$ cat src/rtl/decoder_scan.sv
// Registered N-to-2^N select decoder with a programmable-rate scan sequencer.
// Optional macro DECODER_SCAN_BLANK_EN blanks Y for the TICK cycle of each scan step.
module decoder_scan #(
  parameter int unsigned SEL_W      = 3,
  parameter int unsigned DIV_W      = 16,
  parameter bit          ACTIVE_LOW = 1'b1
) (
  input  logic                    CLK,
  input  logic                    RST,
  input  logic                    EN,
  input  logic                    MODE,
  input  logic                    LOAD,
  input  logic [SEL_W-1:0]        SEL,
  input  logic [DIV_W-1:0]        DIV,
  input  logic [SEL_W-1:0]        LAST,
  output logic [(2**SEL_W)-1:0]   Y,
  output logic [SEL_W-1:0]        IDX,
  output logic                    TICK
);

  localparam int unsigned N = 2**SEL_W;

  localparam logic [N-1:0]     INACTIVE = {N{ACTIVE_LOW}};
  localparam logic [N-1:0]     ONE_HOT0 = N'(1);
  localparam logic [SEL_W-1:0] IDX_ONE  = SEL_W'(1);
  localparam logic [DIV_W-1:0] CNT_ONE  = DIV_W'(1);

  logic [SEL_W-1:0] idx_q, idx_d;
  logic [DIV_W-1:0] cnt_q, cnt_d;
  logic [N-1:0]     y_q, y_d;
  logic             tick_q, tick_d;
  logic [N-1:0]     hot;

  always_comb begin
    idx_d  = idx_q;
    cnt_d  = cnt_q;
    tick_d = 1'b0;

    if (LOAD) begin
      idx_d = SEL;
      cnt_d = '0;
    end else if (EN) begin
      if (!MODE) begin
        cnt_d = '0;
      end else if (cnt_q >= DIV) begin
        // >= so that lowering DIV below the running count steps immediately
        cnt_d  = '0;
        tick_d = 1'b1;
        idx_d  = (idx_q >= LAST) ? '0 : idx_q + IDX_ONE;
      end else begin
        cnt_d = cnt_q + CNT_ONE;
      end
    end

    hot = ONE_HOT0 << idx_d;
    y_d = ACTIVE_LOW ? ~hot : hot;
`ifdef DECODER_SCAN_BLANK_EN
    if (!EN || tick_d) y_d = INACTIVE;
`else
    if (!EN) y_d = INACTIVE;
`endif
  end

  always_ff @(posedge CLK or posedge RST) begin
    if (RST) begin
      idx_q  <= '0;
      cnt_q  <= '0;
      y_q    <= INACTIVE;
      tick_q <= 1'b0;
    end else begin
      idx_q  <= idx_d;
      cnt_q  <= cnt_d;
      y_q    <= y_d;
      tick_q <= tick_d;
    end
  end

  assign Y    = y_q;
  assign IDX  = idx_q;
  assign TICK = tick_q;

endmodule

$ cat config.mk
export PLATFORM = sky130hd
export DESIGN_NAME = decoder_scan
export DESIGN_NICKNAME = d
export VERILOG_FILES = /design/src/rtl/decoder_scan.sv
export SDC_FILE = /design/constraint.sdc
export NUM_CORES = 1
export LEC_CHECK = 0
export BUFFER_PORTS_ARGS = -buffer_cell sky130_fd_sc_hd__buf_2
export CORE_MARGIN = 1
export CORE_UTILIZATION = 50
export CTS_CLUSTER_DIAMETER = 50
export DETAILED_ROUTE_END_ITERATION = 7
export PLACE_DENSITY = 0.79
export SLEW_MARGIN = 20
export SYNTH_ARGS = -nofsm -noshare
export SYNTH_HDL_FRONTEND = slang
export SYNTH_SLANG_ARGS = --single-unit
$ cat constraint.sdc
create_clock -name CLK -period 2.6 [get_ports CLK]
set_input_delay 0.65 -clock CLK [delete_from_list [all_inputs] [get_ports CLK]]
set_output_delay 0.65 -clock CLK [all_outputs]
set_load 0.05 [all_outputs]
# Yosys cells after proc, flatten, opt, wreduce, memory -nomap -nowiden
# Index checks and enable logic that the tools add are counted.
classes:
  add_sub_neg: 2
  order_cmp: 2
  shifts: 1
  n_mux: 14
  bitwise_logic: 1
  n_reduce_logical: 1
op_table:
  columns: ["operator", "count"]
  rows:
  - ["16-bit 2-to-1 mux", 4]
  - ["16-bit by 1-bit adder with 16-bit output (second input constant)", 1]
  - ["16-bit greater-or-equal comparator", 1]
  - ["3-bit 2-to-1 mux", 5]
  - ["8-bit 2-to-1 mux", 1]
  - ["8-bit NOT", 1]
  - ["1-bit by 3-bit left shift with 8-bit output (first input constant)", 1]
  - ["1-bit 2-to-1 mux", 4]
  - ["3-bit by 1-bit adder with 3-bit output (second input constant)", 1]
  - ["3-bit greater-or-equal comparator", 1]
  - ["2-bit nonzero test", 1]
totals:
  regBits: 28
  in_bits: 27

# Longest topological paths before layout
# Gate-level depths: netlist (run 1).
depth:
  depth_word: 9
  mapped_depth: 10

# Worst setup path after synthesis (run 1)
# Ideal clock, no wire load.
synth_path:
  kind: "input to register"
  startpoint: "input DIV[1]"
  endpoint: "register y_q[7] (netlist: Y[7])"
  t_arrival_ns: 2.498
  required_ns: 2.512
  setup_slack_ns: 0.014
  path_stages: 9
  path_buffers: 0
  path_cell_list: "inv_1 ha_1 nor2b_4 o211a_4 o311ai_4 a31oi_4 mux2i_1 o21a_2 or3_1"
synth_via:
  elab_chain_cells: 8
synth_rtl:
  columns: ["element", "line", "text"]
  rows:
  - ["from (decl)", "14", "input logic [DIV_W-1:0] DIV,"]
  - ["16-bit greater-or-equal comparator", "45", "end else if (cnt_q >= DIV) begin"]
  - ["3-bit 2-to-1 mux", "45", null]
  - ["3-bit 2-to-1 mux", "43", "if (!MODE) begin"]
  - ["3-bit 2-to-1 mux", "42", "end else if (EN) begin"]
  - ["3-bit 2-to-1 mux", "39", "if (LOAD) begin"]
  - ["1-bit by 3-bit left shift with 8-bit output", "55", "hot = ONE_HOT0 << idx_d;"]
  - ["8-bit NOT", "56", "y_d = ACTIVE_LOW ? ~hot : hot;"]
  - ["8-bit 2-to-1 mux", "60", "if (!EN) y_d = INACTIVE;"]
  - ["via y_d[7]", "30", "logic [N-1:0] y_q, y_d;"]
  - ["to (signal assigned)", "73", "y_q <= y_d;"]
  - ["to (decl)", "30", null]
# The timed path passes the listed nets, and every way through them passes these cells.
# A chain may end at the register's enable or synchronous reset.

# Final worst setup path (run 1)
layout_path:
  startpoint: "input DIV[14]"
  endpoint: "register y_q[5] (netlist: Y[5])"
# Same word-level chain as after synthesis.

==> qor.yml, run 1 <==
yosysWarnings: 0
drc: 0
clkPwrFrac_pct: 29.3
gp_congestion: 0.835
hold_buffers: 0
grt_max_degree: 23
grt_overflow: 0
clock_sinks: 28
power_frac_comb_pct: 20.9
drtIter0Drc: 51
clock_path_buffers: 2
ys_types: 44
max_freq_mhz: 399
synth_nets: 256
crit_chain: "buf_2, inv_1, ha_1, nand4_4, nor3_4, o311ai_4, buf_4, and3_1, o2111ai_4, nand3_2, or3_1"
critPathRequiredTime_ps: 2800
pin_count: 39
synth.top_cells.by_area: "dfrtp_1 (26%), ha_1 (14%), dfstp_2 (11%)"
row_count: 22
portBuffers: 38
mostFrequentLayoutCells: "buf_2 (38), o21ai_0 (23), inv_1 (21)"
startpoint: "DIV[14]"
reg2reg_slack_ps: 120
antenna_cells: 0
hold_slack_ps: 514
finalSetupViolCount: 0
drive_gt1_share_pct: 32.8
clock_latency_ps: 270
hp-class: "flop to flop"
reg2reg_depth: 9
synth_edf_count: 0
ys_async_sr_fraction_pct: 100
sequentialPowerShare_pct: 49.8
syn_to_final_growth_pct: 22.4
via_count: 1699
initial_utilization_pct: 52.3
outcome: "complete, no violations"
max_cap_viol_count: 0
end_kind: "flop"
slowest_delay_ps: 340
fin_crit_sh_pct: 96.5
antenna_found_initial: 0
power_leakage_uw: 0.00114
layout.cells.most_common: "buf_2"
viasPerCell: 5.53
layout.nets: 308
dr.pass1.iters: 4
final-hold-violation-count: 0
crit_end: "Y[5]$_DFF_PP1_"
clock-skew-final_ps: 7.29
cts_root_buf: "clkbuf_8"
grt_use_total_pct: 20.5
hold_start: "cnt_q[15]$_DFFE_PP0P_"
routedWlPerCell_um: 13.4
crit_arrival_ps: 2700
chipWidth_um: 64.1
p_int_uw: 661
synth_seq_cells: 28
grt_pass1_wl_um: 6670
cts_buffers: 3
synth.avg_cell_area_um2: 9.28
core_area_um2: 3690
dpl_cell_area_um2: 2240
instances_no_fill: 307
path_buf_inv: 3
cp-start-kind: "input pin"
ys_seq_area_share_pct: 36.8
fp.dieH_um: 64.1
die-area_um2: 4110
switchingPower_uw: 257
period_needed_ps: 2510
critical_path_class: "input pin to flop"
r2r_start: "cnt_q[14]$_DFFE_PP0P_"
htreeDepth: 1
power_density_nw_per_um2: 389
max_slew_margin_pct: 44.6
synthCells: 208
hpwl_um: 3140
syn-cell-area_um2: 1930
final_max_slew_viol_count: 0
yosys.area.top_type: "dfrtp_1"
switching_share_pct: 28.0
wl_um: 4100
worstMarginPinSlew_ps: 830
grt_pass1_vias: 1540
dpl.cell_count: 301
cp.depth: 11
synth_top_area_share_pct: 25.9
crit_slowest_cell: "ha_1"
cp_top_family: "simple AND/OR/NAND/NOR gates"
cts_tree: "built"
stdcell_area_um2: 2360
r2r_end: "Y[5]$_DFF_PP1_"
synthFlopType: "dfrtp_1"
ir_drop_mv: 0.295
p_total_uw: 918
crit_fanout: 4
fin_setup_tns_ps: 0
path_clk_slew_ps: 90
ant_nets: 0
[kinds of logic (layout without fill, tap and decap cells)]
family | Yosys count | in the layout | share of synthesized area [%]
simple gates | 78 | 78 | 22.4
compound gates | 49 | 49 | 19.0
flops | 28 | 28 | 36.8
buf+inv | 28 | 79 | 6.23
fa+ha+maj | 21 | 21 | 13.6
xor+xnor | 2 | 2 | 0.908
mux | 2 | 2 | 1.04
[state kept, by name, summed over array words and instances (netlist names)]
signal  cells
TICK        1
Y           8
IDX         3
cnt_q      16
[area by class of cell]
| type | instances | area, µm² |
|---|---|---|
| Fill cell | 327 | 1330 |
| Clock buffer | 4 | 55.1 |
| Tap cell | 48 | 60.1 |
| Timing Repair Buffer | 52 | 295 |
| Multi-Input combinational cell | 152 | 1150 |
| Sequential cell | 28 | 712 |
| Inverter | 23 | 86.3 |
[timing repair]
action,4_1_cts,5_1_grt
gates resized for setup,0,9
buffers inserted,0,2
endpoints found under the setup margin,0,4
[synthesized netlist by cell type (2+ instances only)]
cell type   n
nor3_1      3
clkbuf_1    3
xor2_1      2
inv_1      21
dfrtp_1    20
a21oi_1     6
nor2_1     13
nand3_1    17
o41ai_1     3
or3_1       4
ha_1       21
o21ai_0    23
nand2_1    16
mux2i_1     2
buf_6       2
and3_1      5
a31oi_1     2
nand2b_1    3
dfstp_2     8
and2_1      4
o21a_2      2
o31ai_1     3
nor2b_1     3
inv_2       2
[power groups by stage]
stage	clock network [µW]	registers (µW)	logic (µW)
2_1_floorplan	0	496	88.8
3_3_place_gp	0	465	178
3_5_place_dp	0	464	185
4_1_cts	274	457	186
5_1_grt	286	458	212
6_report	269	457	192
[metrics by stage]
| stage | setup slack (ps) | util [%] |
|---|---|---|
| after floorplan | 14.4 | - |
| after global routing | -16.5 | 64.0 |
| after detailed placement | -227 | 60.6 |
| after CTS | 60.6 | 62.1 |
| after global placement | -139 | 60.6 |
| final | 91.7 | 64.0 |
[worst min path at each step]
stage	endpoint	slack, ps	cells past startpoint
finish	cnt_q[15]$_DFFE_PP0P_	510	1
floorplan	cnt_q[15]$_DFFE_PP0P_	450	1
detailed placement	cnt_q[15]$_DFFE_PP0P_	500	1
CTS	cnt_q[15]$_DFFE_PP0P_	510	1
global placement	cnt_q[15]$_DFFE_PP0P_	500	1
global route	cnt_q[15]$_DFFE_PP0P_	510	1
[metal layers]
metal,vias to the layer above,wire length [µm],global-route usage (%),share of wire [%]
li1,841,-,-,-
met1,800,1850,27.5,45
met2,54,2000,35.5,49
met3,4,210,2.14,5.1
met4,0,44,4.44,1.1
met5,-,0,0,0
Power figures use the tool's default switching activity.
==> run 2: changes to the inputs <==
--- a/config.mk
+++ b/config.mk
@@ -11,6 +11,7 @@
 export CTS_CLUSTER_DIAMETER = 50
 export DETAILED_ROUTE_END_ITERATION = 7
 export PLACE_DENSITY = 0.79
+export RECOVER_POWER = 100
 export SLEW_MARGIN = 20
 export SYNTH_ARGS = -nofsm -noshare
 export SYNTH_HDL_FRONTEND = slang
==> run 2 against run 1 <==
Compared with the run above: hold slack better by 0.81 ps; core utilization is 0.61 points lower; register-to-register slack hardly changed; sequential share of layout area is 0.29 points higher; global-route usage stayed put; clock skew hardly changed; critical path depth stayed put; power is 0.35% lower; die area stayed put.
==> qor.yml, run 2 (synthesis gave the netlist of run 1 again) <==
outcome: "complete, no violations"
die-area_um2: 4110  # unchanged
pin_count: 39  # unchanged
path_clk_slew_ps: 100  # about the same
crit_end: "Y[7]$_DFF_PP1_"
syn_to_final_growth_pct: 21.2
mostFrequentLayoutCells: "buf_2 (26), o21ai_0 (23), inv_1 (21)"
cts_root_buf: "clkbuf_8"
max_cap_viol_count: 0  # unchanged
drtIter0Drc: 48  # -5.9%
finalSetupViolCount: 0  # unchanged
ir_drop_mv: 0.295  # -0.11%
busiest_layer: "met2"
fp.dieH_um: 64.1  # unchanged
end_kind: "flop"
layout.nets: 308  # unchanged
r2r_start: "cnt_q[14]$_DFFE_PP0P_"
p_int_uw: 657  # -0.58%
reg2reg_slack_ps: 120  # about the same
grt_overflow: 0  # unchanged
via_count: 1685  # -0.82%
hold_buffers: 0  # unchanged
clock_sinks: 28  # unchanged
crit_arrival_ps: 2710  # about the same
hpwl_um: 3140  # unchanged
final_max_slew_viol_count: 0  # unchanged
chipWidth_um: 64.1  # unchanged
drive_gt1_share_pct: 27.4  # -5.4 points
critical_path_class: "input pin to flop"
htreeDepth: 1  # unchanged
cts_buffers: 3  # unchanged
critPathRequiredTime_ps: 2800  # about the same
crit_chain: "buf_2, inv_1, ha_1, nand4_4, nor3_4, o311ai_4, buf_4, and3_1, o2111ai_4, nand3_2, or3_1"
grt_max_degree: 23  # unchanged
use_met1_pct: 27.5  # unchanged
path_buf_inv: 3  # unchanged
dpl_cell_area_um2: 2240  # unchanged
drc: 0  # unchanged
wl_um: 4090  # -0.46%
r2r_end: "Y[7]$_DFF_PP1_"
power_leakage_uw: 0.00110  # -2.7%
dr.pass1.iters: 4  # unchanged
viasPerCell: 5.49  # -0.82%
worstMarginPinSlew_ps: 819  # -11.5 ps
switchingPower_uw: 257  # +0.23%
use_met2_pct: 35.5  # unchanged
clkPwrFrac_pct: 29.5  # +0.2 points
finalCoreUtilization_pct: 63.4  # -0.61 points
sequentialPowerShare_pct: 50.0  # +0.2 points
stdcell_area_um2: 2340  # -0.95%
power_density_nw_per_um2: 391  # +0.61%
cts_tree: "built"
fin_crit_sh_pct: 96.6  # +0.13 points
slowest_delay_ps: 340  # about the same
antenna_found_initial: 0  # unchanged
clock_path_buffers: 2  # unchanged
clock-skew-final_ps: 6.94  # -0.359 ps
switching_share_pct: 28.2  # +0.16 points
hp-class: "input pin to async pin"
clock_latency_ps: 270  # about the same
power_frac_comb_pct: 20.5  # -0.4 points
top_register: "cnt_q"
max_freq_mhz: 398  # -0.13%
cp_top_family: "simple AND/OR/NAND/NOR gates"
largest_reg_flops: 16  # unchanged
routedWlPerCell_um: 13.3  # -0.46%
cp-start-kind: "input pin"
portBuffers: 38  # unchanged
crit_slowest_cell: "ha_1"
grt_pass1_vias: 1540  # unchanged
layout.cells.most_common: "buf_2"
grt_pass1_wl_um: 6670  # unchanged
gp_congestion: 0.835  # unchanged
grt_use_total_pct: 20.5  # unchanged
antenna_cells: 0  # unchanged
grt_use_met3_pct: 2.14  # unchanged
crit_fanout: 4  # unchanged
startpoint: "DIV[14]"
final-hold-violation-count: 0  # unchanged
cp.depth: 11  # unchanged
ant_nets: 0  # unchanged
max_slew_margin_pct: 45.4  # +0.77 points
period_needed_ps: 2510  # +3.36 ps
initial_utilization_pct: 52.3  # unchanged
row_count: 22  # unchanged
core_area_um2: 3690  # unchanged
reg2reg_depth: 9  # unchanged
-- run 2: changes by cell type in the layout (fill, tap and decap cells not counted), sizes merged --
cell	delta
buf	-14
clkbuf	+14
-- run 2: metal layers --
layer	part of all wire (%)	vias up
met2	49	50
met5	0	-
met3	4.3	6
met4	1.2	0
li1	-	842
met1	46	787
-- run 2: per-stage QoR --
step                setup slack (ps)  total power [µW]  hold WS [ps]  instances  setup TNS, ps
floorplan                       14.4               585           449        208              0
global placement                -139               643           500        301           -559
detailed placement              -227               649           499        301          -1360
CTS                             60.6               916           511        305              0
global route                   -16.5               953           515        307          -40.9
finish                          88.4               914           515        307              0
-- run 2: power groups by stage --
stage	registers (µW)	logic (µW)	clock network, µW
floorplan	496	88.8	0
global placement	465	178	0
detailed placement	464	185	0
CTS	457	186	274
global route	459	208	286
finish	457	187	270
-- run 2: area by class of cell --
class | instances | area (µm²)
clock buffers | 4 | 55.1
fillers | 337 | 1350
inverters | 23 | 86.3
multi-input cells | 152 | 1150
flip-flops and latches | 28 | 712
well taps | 48 | 60.1
repair buffers | 52 | 273
-- run 2: how the worst min path moves through the flow --
stage,from,end,slack (ps),cells after the start
after floorplan,cnt_q[15]$_DFFE_PP0P_,cnt_q[15]$_DFFE_PP0P_,450,1
after global placement,cnt_q[15]$_DFFE_PP0P_,cnt_q[15]$_DFFE_PP0P_,500,1
after detailed placement,cnt_q[15]$_DFFE_PP0P_,cnt_q[15]$_DFFE_PP0P_,500,1
after CTS,cnt_q[15]$_DFFE_PP0P_,cnt_q[15]$_DFFE_PP0P_,510,1
after global routing,cnt_q[15]$_DFFE_PP0P_,cnt_q[15]$_DFFE_PP0P_,510,1
final,RST,cnt_q[4]$_DFFE_PP0P_,520,2
-- run 2: timing repair --
action | 4_1_cts | 5_1_grt
gates resized for setup | 0 | 9
setup buffers | 0 | 2
endpoints found under the hold margin | 0 | 0
setup endpoints to repair | 0 | 4
==> run 3: changes to the inputs <==
--- a/config.mk
+++ b/config.mk
@@ -5,12 +5,13 @@
 export SDC_FILE = /design/constraint.sdc
 export NUM_CORES = 1
 export LEC_CHECK = 0
+export ABC_CLOCK_PERIOD_IN_PS = 2600
 export BUFFER_PORTS_ARGS = -buffer_cell sky130_fd_sc_hd__buf_2
 export CORE_MARGIN = 1
-export CORE_UTILIZATION = 50
+export CORE_UTILIZATION = 54
 export CTS_CLUSTER_DIAMETER = 50
 export DETAILED_ROUTE_END_ITERATION = 7
-export PLACE_DENSITY = 0.79
+export PLACE_DENSITY = 0.84
 export RECOVER_POWER = 100
 export SLEW_MARGIN = 20
 export SYNTH_ARGS = -nofsm -noshare
==> run 3 against run 2 <==
Compared with the run above: routed wire length is 6.1% lower; cell count is 1.6% lower; hold slack worse by 0.56 ps; setup slack better by 35 ps; non-clock buffer count is 3 lower; flip-flop and latch count stayed put; critical path type is now flop to flop; largest cell class unchanged.
==> qor.yml, run 3 (synthesis gave the netlist of run 1 again) <==
outcome: "complete, no violations"
finalSetupViolCount: 0  # unchanged
end_kind: "flop"
layout.cells.most_common: "buf_2"
core_area_um2: 3390  # -8.1%
initial_utilization_pct: 56.9  # +4.6 points
dpl.cell_count: 298  # -1.0%
hpwl_um: 3010  # -4.2%
antenna_found_initial: 0  # unchanged
instances_no_fill: 302  # -1.6%
layout.nets: 305  # -0.97%
top_register: "cnt_q"
crit_arrival_ps: 2730  # +20 ps
max_slew_margin_pct: 1.40  # -44 points
dr.pass1.iters: 4  # unchanged
grt_max_degree: 29  # +26%
cts_root_buf: "clkbuf_4"
clkPwrFrac_pct: 25.0  # -4.5 points
drive_gt1_share_pct: 24.6  # -2.8 points
critPathRequiredTime_ps: 2860  # +60 ps
worstMarginPinSlew_ps: 1480  # +661 ps
final_max_slew_viol_count: 0  # unchanged
switchingPower_uw: 244  # -5.4%
clock_path_buffers: 2  # unchanged
max_cap_viol_count: 0  # unchanged
crit_fanout: 5  # +1
cts_buffers: 3  # unchanged
pin_count: 39  # unchanged
largest_reg_flops: 16  # unchanged
ant_nets: 0  # unchanged
die-area_um2: 3820  # -7.2%
routedWlPerCell_um: 12.7  # -4.5%
via_count: 1633  # -3.1%
antenna_cells: 0  # unchanged
fp.dieH_um: 61.8  # -3.7%
fin_crit_sh_pct: 95.3  # -1.3 points
p_int_uw: 601  # -8.5%
drtIter0Drc: 59  # +23%
stdcell_area_um2: 2240  # -4.0%
ir_drop_mv: 0.399  # +35%
clock-skew-final_ps: 9.96  # +3.02 ps
clock_sinks: 28  # unchanged
switching_share_pct: 28.8  # +0.68 points
max_freq_mhz: 404  # +1.4%
cp-start-kind: "flop"
drc: 0  # unchanged
nFillCells: 304  # -9.8%
final-hold-violation-count: 0  # unchanged
power_leakage_uw: 0.00107  # -2.9%
period_needed_ps: 2480  # -35.0 ps
syn_to_final_growth_pct: 16.3
grt_pass1_wl_um: 6160  # -7.6%
power_density_nw_per_um2: 376  # -3.8%
sequentialPowerShare_pct: 54.1  # +4.1 points
grt_pass1_vias: 1504  # -2.3%
critical_path_class: "flop to flop"
power_frac_comb_pct: 21.0  # +0.5 points
grt_use_total_pct: 22.0  # +1.5 points
row_count: 21  # -4.5%
dp_slack_ps: -233  # -5.40 ps
setup_slack_ps: 123  # +35.0 ps
grt_overflow: 0  # unchanged
viasPerCell: 5.41  # -1.5%
hp-class: "flop to flop"
path_clk_slew_ps: 150  # +50 ps
chipWidth_um: 61.8  # -3.7%
wl_um: 3840  # -6.1%
gp_congestion: 0.810  # -3.0%
hold_buffers: 0  # unchanged
dpl_cell_area_um2: 2230  # -0.45%
mostFrequentLayoutCells: "buf_2 (26), o21ai_0 (23), inv_1 (21), ha_1 (21), dfrtp_1 (20)"
clock_latency_ps: 330  # +60 ps
cts_tree: "built"
portBuffers: 38  # unchanged
htreeDepth: 1  # unchanged
finalCoreUtilization_pct: 66.2  # +2.8 points
run 3: per-layer routing:
layer / up-vias / part of all wire [%] / global-route usage (%) / wire length (µm)
met2: 40 / 50 / 38.7 / 1940
met4: 0 / 1.6 / 6.03 / 61
met3: 6 / 3.8 / 4.97 / 147
met5: - / 0 / 0 / 0
met1: 748 / 44 / 27.2 / 1690
li1: 839 / - / - / -
run 3: final cells by class:
cell class	count	area, µm²	share of cell area, %
well taps	46	57.6	2.56
inverters	23	86.3	3.85
repair buffers	49	248	11.0
multi-input cells	152	1110	49.3
flip-flops and latches	28	711	31.7
clock buffers	4	36.3	1.62
run 3: timing repair:
action	in CTS	in global routing
resized for setup	0	2
buffers inserted	0	0
endpoints found under the setup margin	0	3
run 3: metrics by stage:
step	setup TNS (ps)	hold WS (ps)	total power, µW
after floorplan	0	449	585
after global placement	-794	488	640
after detailed placement	-1080	498	646
after CTS	0	356	858
after global routing	-4.34	549	890
final	0	515	845
run 3: critical path: stages, from the launching register on:
cell     delay [ps]
dfrtp_1         450
ha_1            340
nand4_2         180
nor3_2          280
nor3_2          110
a31oi_4         220
mux2i_1         210
o21a_2          190
inv_2            50
or3_1           380
run 3: path summary, 6_finish.rpt:
path	start	end	slack [ps]	cells after the start
worst min register to register	cnt_q[15]$_DFFE_PP0P_	cnt_q[15]$_DFFE_PP0P_	510	1
worst min-delay path	cnt_q[15]$_DFFE_PP0P_	cnt_q[15]$_DFFE_PP0P_	510	1
worst max register to register	cnt_q[13]$_DFFE_PP0P_	Y[6]$_DFF_PP1_	120	9
min in group asynchronous	RST	cnt_q[6]$_DFFE_PP0P_	790	3
worst max-delay path	cnt_q[13]$_DFFE_PP0P_	Y[6]$_DFF_PP1_	120	9
max in group asynchronous	RST	IDX[0]$_DFF_PP0_	950	3
run 3: power groups by stage:
stage / logic, µW / clock network (µW) / registers, µW
floorplan: 88.8 / 0 / 496
global placement: 176 / 0 / 465
detailed placement: 182 / 0 / 464
CTS: 183 / 219 / 457
global route: 199 / 233 / 458
finish: 177 / 211 / 457
